## src/rtl/alarm_pkg.sv

```systemverilog
// Shared definitions for the time/alarm entry controller: state codes,
// BCD field limits and field increment helpers.
package alarm_pkg;

    typedef enum logic [2:0] {
        ST_IDLE   = 3'd0,
        ST_CLK_H  = 3'd1,
        ST_CLK_M  = 3'd2,
        ST_ALM_H  = 3'd3,
        ST_ALM_M  = 3'd4,
        ST_DUR    = 3'd5,
        ST_COMMIT = 3'd6
    } state_e;

    localparam logic [7:0] HOUR_MAX    = 8'h23;
    localparam logic [7:0] MIN_MAX     = 8'h59;
    localparam logic [3:0] DUR_MAX     = 4'd15;
    localparam logic [3:0] DUR_MIN     = 4'd1;
    localparam logic [3:0] DUR_DEFAULT = 4'd1;

    // Two-digit BCD increment, wrapping to 00 once lim has been reached.
    function automatic logic [7:0] bcd_inc(input logic [7:0] v, input logic [7:0] lim);
        logic [7:0] r;
        if (v >= lim) begin
            r = 8'h00;
        end else if (v[3:0] >= 4'd9) begin
            r = {v[7:4] + 4'd1, 4'd0};
        end else begin
            r = {v[7:4], v[3:0] + 4'd1};
        end
        return r;
    endfunction

    function automatic logic [3:0] dur_inc(input logic [3:0] d);
        logic [3:0] r;
        if (d >= DUR_MAX) begin
            r = DUR_MIN;
        end else begin
            r = d + 4'd1;
        end
        return r;
    endfunction

endpackage

```

## src/rtl/btn_debounce.sv

```systemverilog
// Push-button conditioner: two-flop synchroniser, stability debounce and
// a single-cycle pulse on the debounced rising edge.
module btn_debounce #(
    parameter int DEB_CYCLES = 20
) (
    input  logic clk,
    input  logic reset,
    input  logic btn_i,
    output logic rise_o
);
    localparam int            CW      = (DEB_CYCLES > 1) ? $clog2(DEB_CYCLES) : 1;
    localparam logic [CW-1:0] CNT_MAX = CW'(DEB_CYCLES - 1);

    logic [1:0]    sync_q;
    logic          level_q, level_d;
    logic [CW-1:0] cnt_q, cnt_d;
    logic          rise_q, rise_d;

    // The counter runs only while the synchronised input disagrees with the
    // debounced level; any agreeing cycle restarts the stability window.
    always_comb begin
        level_d = level_q;
        cnt_d   = '0;
        rise_d  = 1'b0;
        if (sync_q[1] != level_q) begin
            if (cnt_q >= CNT_MAX) begin
                level_d = sync_q[1];
                rise_d  = sync_q[1];
            end else begin
                cnt_d = cnt_q + 1'b1;
            end
        end
    end

    always_ff @(posedge clk) begin
        if (!reset) begin
            sync_q  <= 2'b00;
            level_q <= 1'b0;
            cnt_q   <= '0;
            rise_q  <= 1'b0;
        end else begin
            sync_q  <= {sync_q[0], btn_i};
            level_q <= level_d;
            cnt_q   <= cnt_d;
            rise_q  <= rise_d;
        end
    end

    assign rise_o = rise_q;

endmodule

```

## src/rtl/time_entry.sv

```systemverilog
// Three-button clock preset / alarm time / alarm duration entry controller.
//   state  | meaning
//   IDLE   | not editing; inc silences the alarm
//   CLK_H  | editing clock hours      CLK_M | editing clock minutes
//   ALM_H  | editing alarm hours      ALM_M | editing alarm minutes
//   DUR    | editing alarm duration   COMMIT| one cycle, shadows published
module time_entry
    import alarm_pkg::*;
#(
    parameter int DEB_CYCLES     = 20,
    parameter int TIMEOUT_CYCLES = 10000
) (
    input  logic        clk,
    input  logic        reset,
    input  logic        btn_mode,
    input  logic        btn_next,
    input  logic        btn_inc,
    input  logic [15:0] Clock,
    output logic [15:0] set_Clock,
    output logic [15:0] set_Alarm,
    output logic [3:0]  dur_Alarm,
    output logic        load_Clock,
    output logic        off_Alarm,
    output logic [2:0]  edit_field
);
    localparam int            TW       = (TIMEOUT_CYCLES > 1) ? $clog2(TIMEOUT_CYCLES) : 1;
    localparam logic [TW-1:0] TMO_LOAD = TW'(TIMEOUT_CYCLES - 1);

    logic          mode_rise, next_rise, inc_rise;
    logic          ev_mode, ev_next, ev_inc;
    state_e        state_q, state_d;
    logic [15:0]   sh_clk_q, sh_clk_d;
    logic [15:0]   sh_alm_q, sh_alm_d;
    logic [3:0]    sh_dur_q, sh_dur_d;
    logic [15:0]   set_clk_q, set_clk_d;
    logic [15:0]   set_alm_q, set_alm_d;
    logic [3:0]    dur_q, dur_d;
    logic          load_q, load_d;
    logic          off_q, off_d;
    logic [TW-1:0] tmo_q, tmo_d;

    btn_debounce #(.DEB_CYCLES(DEB_CYCLES)) u_deb_mode (
        .clk    (clk),
        .reset  (reset),
        .btn_i  (btn_mode),
        .rise_o (mode_rise)
    );

    btn_debounce #(.DEB_CYCLES(DEB_CYCLES)) u_deb_next (
        .clk    (clk),
        .reset  (reset),
        .btn_i  (btn_next),
        .rise_o (next_rise)
    );

    btn_debounce #(.DEB_CYCLES(DEB_CYCLES)) u_deb_inc (
        .clk    (clk),
        .reset  (reset),
        .btn_i  (btn_inc),
        .rise_o (inc_rise)
    );

    // Coincident edges: mode beats next beats inc; losers are dropped.
    assign ev_mode = mode_rise;
    assign ev_next = next_rise & ~mode_rise;
    assign ev_inc  = inc_rise & ~mode_rise & ~next_rise;

    always_comb begin
        state_d   = state_q;
        sh_clk_d  = sh_clk_q;
        sh_alm_d  = sh_alm_q;
        sh_dur_d  = sh_dur_q;
        set_clk_d = set_clk_q;
        set_alm_d = set_alm_q;
        dur_d     = dur_q;
        load_d    = 1'b0;
        off_d     = 1'b0;
        tmo_d     = tmo_q;
        unique case (state_q)
            ST_IDLE: begin
                if (ev_mode) begin
                    state_d  = ST_CLK_H;
                    sh_clk_d = Clock;
                    sh_alm_d = set_alm_q;
                    sh_dur_d = dur_q;
                    tmo_d    = TMO_LOAD;
                end else if (ev_inc) begin
                    off_d = 1'b1;
                end
            end
            ST_CLK_H, ST_CLK_M, ST_ALM_H, ST_ALM_M, ST_DUR: begin
                if (ev_mode || (tmo_q == '0)) begin
                    state_d = ST_IDLE;
                end else if (ev_next) begin
                    tmo_d = TMO_LOAD;
                    unique case (state_q)
                        ST_CLK_H: state_d = ST_CLK_M;
                        ST_CLK_M: state_d = ST_ALM_H;
                        ST_ALM_H: state_d = ST_ALM_M;
                        ST_ALM_M: state_d = ST_DUR;
                        default: begin
                            // Publish on entry so the new values and the
                            // load strobe are both visible during COMMIT.
                            state_d   = ST_COMMIT;
                            set_clk_d = sh_clk_q;
                            set_alm_d = sh_alm_q;
                            dur_d     = sh_dur_q;
                            load_d    = 1'b1;
                        end
                    endcase
                end else if (ev_inc) begin
                    tmo_d = TMO_LOAD;
                    unique case (state_q)
                        ST_CLK_H: sh_clk_d[15:8] = bcd_inc(sh_clk_q[15:8], HOUR_MAX);
                        ST_CLK_M: sh_clk_d[7:0]  = bcd_inc(sh_clk_q[7:0], MIN_MAX);
                        ST_ALM_H: sh_alm_d[15:8] = bcd_inc(sh_alm_q[15:8], HOUR_MAX);
                        ST_ALM_M: sh_alm_d[7:0]  = bcd_inc(sh_alm_q[7:0], MIN_MAX);
                        default:  sh_dur_d       = dur_inc(sh_dur_q);
                    endcase
                end else begin
                    tmo_d = tmo_q - 1'b1;
                end
            end
            ST_COMMIT: begin
                state_d = ST_IDLE;
            end
            default: begin
                state_d = ST_IDLE;
            end
        endcase
    end

    always_ff @(posedge clk) begin
        if (!reset) begin
            state_q   <= ST_IDLE;
            sh_clk_q  <= 16'h0000;
            sh_alm_q  <= 16'h0000;
            sh_dur_q  <= DUR_DEFAULT;
            set_clk_q <= 16'h0000;
            set_alm_q <= 16'h0000;
            dur_q     <= DUR_DEFAULT;
            load_q    <= 1'b0;
            off_q     <= 1'b0;
            tmo_q     <= '0;
        end else begin
            state_q   <= state_d;
            sh_clk_q  <= sh_clk_d;
            sh_alm_q  <= sh_alm_d;
            sh_dur_q  <= sh_dur_d;
            set_clk_q <= set_clk_d;
            set_alm_q <= set_alm_d;
            dur_q     <= dur_d;
            load_q    <= load_d;
            off_q     <= off_d;
            tmo_q     <= tmo_d;
        end
    end

    assign set_Clock  = set_clk_q;
    assign set_Alarm  = set_alm_q;
    assign dur_Alarm  = dur_q;
    assign load_Clock = load_q;
    assign off_Alarm  = off_q;
    assign edit_field = state_q;

endmodule
```

## config.mk

```make
export PLATFORM = sky130hd
export DESIGN_NAME = time_entry
export DESIGN_NICKNAME = d
export VERILOG_FILES = /design/src/rtl/alarm_pkg.sv /design/src/rtl/btn_debounce.sv /design/src/rtl/time_entry.sv
export SDC_FILE = /design/constraint.sdc
export NUM_CORES = 1
export LEC_CHECK = 0
export CAP_MARGIN = 20
export CORE_MARGIN = 5
export CORE_UTILIZATION = 47
export DETAILED_ROUTE_END_ITERATION = 8
export PLACE_DENSITY = 0.73
export SYNTH_ARGS = -nofsm -noshare
export SYNTH_HDL_FRONTEND = slang
export SYNTH_HIERARCHICAL = 1
export SYNTH_SLANG_ARGS = --single-unit
```

## constraint.sdc

```tcl
create_clock -name clk -period 4.4 [get_ports clk]
set_clock_uncertainty 0.05 [all_clocks]
set_input_delay 0.88 -clock clk [delete_from_list [all_inputs] [get_ports clk]]
set_output_delay 0.88 -clock clk [all_outputs]
set_load 0.02 [all_outputs]
```

==> results by stage <==
Job:
- The number of max-capacitance violations reported is 0.

Synth:
- The synthesized design spends more area on one cell type than any other, namely sky130_fd_sc_hd__dfxtp_1.
- After synthesis the cells add up to roughly 5800 um2.
- The synthesis-stage register bit count is 118.
- Averaged over all synthesized cells, the footprint is around 8.6 um2.
- The sequential cell area fraction in the yosys report is roughly two fifths.
- The number of nets in the synthesized netlist is between 700 and 800.
- The most used flip-flop cell after synthesis is sky130_fd_sc_hd__dfxtp_1.
- The Yosys warning count is 6.
- The number of synthesized flops with an enable pin is 0.
- After synthesis, the cell types taking the most area are sky130_fd_sc_hd__dfxtp_1 40%, sky130_fd_sc_hd__nand2_1 7.5%, sky130_fd_sc_hd__ha_1 5.3%.
- The area share of the largest cell type after synthesis is 40.4%.
- The fraction of registers with async set/reset is 0%.
- Counting distinct cell types in the post-synthesis netlist gives between 80 and 90.
- Synthesis handed over a netlist of slightly below 700 instances.

Floorplan:
- The width of the chip is 122 um.
- The site row count is 40.
- The area inside the core boundary is between 10000 and 15000 um2.
- The initial standard-cell utilization of the core is 48.3%.
- From bottom edge to top edge, the die measures about 120 um.
- The top-level port count is 62.
- The die footprint is between 10000 and 15000 um2.

Run status:
- The run finished with clean final reports.

Global route:
- The wire length of the first global-routing pass is around 24 mm.
- Global routing finished with a remaining overflow of 0.
- The initial antenna violation count was 0.
- The via count of the first global-routing pass is approximately 5000.
- For this run, the total global-route usage over all layers was measured as between 10% and 20%.
- The largest net degree at the start of global routing is 55.

CTS:
- TritonCTS built the clock tree.
- The root buffer cell chosen for the clock tree is sky130_fd_sc_hd__clkbuf_16.
- The H-tree generated during clock tree synthesis spans 4 levels.
- After clock tree synthesis, the clock-pin slew on the worst setup and hold paths is approximately 0.05 ns.
- The later pin in the worst-skew pair is clocked with a latency of 0.42 ns.
- The clock drives 118 sinks.
- The total CTS buffers is 17.
- The clock tree buffer depth is 2.
- The number of setup buffers added after CTS is 0.
- Post-CTS repair changed the size of 0 cells.
- The number of hold buffers added after cts is 0.

Detailed routing:
- Dividing the detail-routed via count by the number of cells gives approximately 5.7.
- The remaining number of nets flagged by the antenna check after routing is 0.
- The highest layer touched by signal routing is met4.
- Summed over all nets, wire length on met3 after detailed routing comes to approximately 740 um.
- The routed length on met1 is between 6 and 7 mm.
- Wires add up to roughly 14 mm.
- After detailed routing, the number of remaining DRC violations is 0.
- The final route contains roughly 5100 vias.
- The detailed router finished its first iteration with ~380 violations.
- Wire segments on met2 add up to a little under 7 mm in the final route.
- The number of optimization iterations in the first detailed-route pass is 5.
- In the final routed layout, each cell accounts on average for ~16 um.

Final layout:
- The net count of the finished layout is between 700 and 800.
- The ratio of cells with drive above 1 in the final layout is about 11%.
- 0 antenna diodes ended up in the layout.
- From synthesis to final layout, the design area changed by 20.7%.
- Measured on the finished design, the core utilization comes to between 50% and 60%.
- The finished layout holds just over 900 standard cells, fillers aside.
- With fillers left out, the area of the finished cells amounts to around 7100 um2.

Power and ir drop:
- The fraction of power spent switching nets is about 20%.
- The combinational fraction of design power is 2.1%.
- The relative contribution of sequential cells to total power is between 40% and 50%.
- In this run, the clock network consumes between 50% and 60% of the power.
- The internal portion of the total power is roughly 2.0 mW.
- Across the VDD grid, the largest voltage drop is approximately 330 uV.
- The static leakage is ~2.5 nW.
- The power density of the placed cells is 349 nW/um2.
- In this run the power spent charging and discharging nets is 499 uW.

Worst setup path:
- For the worst setup path, the data required time is roughly 4.7 ns.
- The sort of element at the start of the critical path is a flip-flop.
- STA classifies the critical path endpoint as a flip-flop.
- In this run the register-to-register setup slack is between 1 and 1.5 ns.
- The worst register-to-register path begins at tmo_q[0]$_SDFFE_PN0P_.
- The endpoint identified for the worst register-to-register timing path is set_Clock[2]$_SDFFE_PN0P_.
- The largest fanout on the critical path is 27.
- By startpoint and endpoint, the worst setup path is classified as reg -> reg.
- The cell count of the worst reg-to-reg path is 8.
- The critical path data arrival time is 3.23 ns.

STA:
- At the pin with the least slew margin, the transition time is between 0.9 and 1 ns.
- Setup repair after global routing left no endpoint under its margin.
- The final number of hold-violating endpoints is 0.
- The part of the cycle the worst path needs is 66.8%.
- Measured against its own limit, the worst slew margin works out to a little over a third.
- The achievable clock frequency is 340 MHz.
- The final setup TNS is 0 ns.
- The smallest clock period supported by the final layout is computed as slightly below 3 ns.
- The final hold slack is ~0.38 ns.
- The final count of negative-setup-slack endpoints is 0.
- The max-slew violation count came to 0.

Place:
- The instance count after placement with tap cells included is between 800 and 900.
- The cell area reported after detailed placement is 6480 um2.
- During placement, the flow inserted port buffers numbering 61.
- The routability congestion estimate from global placement is 0.857.
- The half-perimeter wire length after detailed placement is ~9.4 mm.

Hold path:
- The worst hold path belongs to the class reg -> reg.
- For hold timing, the worst endpoint is u_deb_inc/sync_q[1]$_SDFF_PN0_.
- The worst hold path startpoint is u_deb_inc/sync_q[0]$_SDFF_PN0_.
- Along the worst hold path, the cell count comes to 1.
## cell usage after synthesis (all sizes together), types with 5 or more instances
master	n
dfxtp	118
nand2	117
a21oi	63
nor2	37
inv	32
ha	25
nand3	25
clkbuf	24
o21ai	23
nor3	16
buf	13
or3	12
nor4	11
or4	10
and2	9
o31a	9
a211oi	8
a2111oi	6
a21boi	6
o211ai	6
o31ai	6
o41ai	6
xnor2	6
xor2	6
a31oi	5
and3	5
nor2b	5
## area by class of cell
class,count,area (um2)
fillers,1119,5050
multi-input cells,492,3130
flip-flops and latches,118,2360
repair buffers,68,658
clock buffers,21,470
well taps,168,210
inverters,32,120
clock inverters,9,103
## critical path, stage by stage, from the launching register on
cell	delay (ns)
sky130_fd_sc_hd__dfxtp_1	0.31
sky130_fd_sc_hd__inv_1	0.07
sky130_fd_sc_hd__ha_1	0.20
sky130_fd_sc_hd__or4b_2	0.68
sky130_fd_sc_hd__o41ai_4	0.47
sky130_fd_sc_hd__or3_1	0.43
sky130_fd_sc_hd__buf_4	0.39
sky130_fd_sc_hd__nand2_1	0.11
sky130_fd_sc_hd__a21oi_1	0.16
## worst max-delay path by stage
stage                                     start                   endpoint  slack (ns)  cells after the start
final                     tmo_q[0]$_SDFFE_PN0P_  set_Clock[2]$_SDFFE_PN0P_        1.46                      8
after global routing      tmo_q[0]$_SDFFE_PN0P_  set_Clock[7]$_SDFFE_PN0P_        1.19                      8
after CTS                 tmo_q[0]$_SDFFE_PN0P_  set_Clock[2]$_SDFFE_PN0P_        1.43                      8
after detailed placement  tmo_q[0]$_SDFFE_PN0P_  set_Clock[3]$_SDFFE_PN0P_        1.45                      8
after global placement    tmo_q[0]$_SDFFE_PN0P_  set_Clock[3]$_SDFFE_PN0P_        1.59                      8
after floorplan           tmo_q[0]$_SDFFE_PN0P_      tmo_q[8]$_SDFFE_PN0P_        1.83                      9
## logic make-up (layout without fill, tap and decap cells)
family	after synthesis	after routing	share of synthesized area (%)
simple gates	271	271	23.1
compound gates	181	181	22.7
flops	118	118	40.4
buf+inv	71	130	6.12
fa+ha+maj	25	25	5.35
xor+xnor	12	12	1.80
mux	3	3	0.513
## per-layer routing
layer	global-route usage [%]	up-vias
met2	32.2	144
met5	0	-
li1	-	2548
met4	6.58	0
met1	25.2	2422
met3	5.90	19
## power groups by stage
stage / sequential [mW] / clock, mW / combinational [mW]
2_1_floorplan: 1.10 / 0 / 0.0240
3_3_place_gp: 1.10 / 0 / 0.0501
3_5_place_dp: 1.10 / 0 / 0.0503
4_1_cts: 1.08 / 1.35 / 0.0509
5_1_grt: 1.07 / 1.40 / 0.0552
6_report: 1.08 / 1.34 / 0.0506
## flip-flops by register name, indices dropped and copies added (netlist names), 2 cells and up
register and count:
u_deb_inc/cnt_q 5, u_deb_next/sync_q 2, u_deb_inc/sync_q 2, set_Alarm 16
u_deb_mode/cnt_q 5, u_deb_next/cnt_q 5, set_Clock 16, sh_dur_q 4
tmo_q 14, u_deb_mode/sync_q 2, edit_field 3, sh_alm_q 16
dur_Alarm 4, sh_clk_q 16
## per-stage QoR
stage          power (mW)  setup slack (ns)
2_1_floorplan        1.12              1.83
3_3_place_gp         1.15              1.59
3_5_place_dp         1.15              1.45
4_1_cts              2.48              1.43
5_1_grt              2.53              1.19
6_report             2.46              1.46
## layout by cell type (no fill, tap or decap), types with 4 or more instances in the layout
cell type / count
sky130_fd_sc_hd__a211oi_1: 8
sky130_fd_sc_hd__a21boi_1: 5
sky130_fd_sc_hd__a21oi_1: 62
sky130_fd_sc_hd__a221o_1: 4
sky130_fd_sc_hd__a311oi_1: 4
sky130_fd_sc_hd__a31o_2: 4
sky130_fd_sc_hd__and2_1: 8
sky130_fd_sc_hd__and3_1: 5
sky130_fd_sc_hd__buf_4: 7
sky130_fd_sc_hd__clkbuf_16: 17
sky130_fd_sc_hd__clkdlybuf4s50_1: 60
sky130_fd_sc_hd__clkinv_2: 4
sky130_fd_sc_hd__dfxtp_1: 118
sky130_fd_sc_hd__ha_1: 25
sky130_fd_sc_hd__inv_1: 31
sky130_fd_sc_hd__nand2_1: 117
sky130_fd_sc_hd__nand3_1: 25
sky130_fd_sc_hd__nor2_1: 35
sky130_fd_sc_hd__nor2b_1: 5
sky130_fd_sc_hd__nor3_1: 15
sky130_fd_sc_hd__nor4_1: 9
sky130_fd_sc_hd__o21ai_0: 21
sky130_fd_sc_hd__o31a_1: 8
sky130_fd_sc_hd__o31ai_1: 6
sky130_fd_sc_hd__o41ai_1: 5
sky130_fd_sc_hd__or2b_2: 4
sky130_fd_sc_hd__or3_1: 8
sky130_fd_sc_hd__or3_2: 4
sky130_fd_sc_hd__or4_1: 4
sky130_fd_sc_hd__or4_2: 4
sky130_fd_sc_hd__xnor2_1: 6
sky130_fd_sc_hd__xor2_1: 6
No activity file was read; power rests on OpenSTA's default activity.
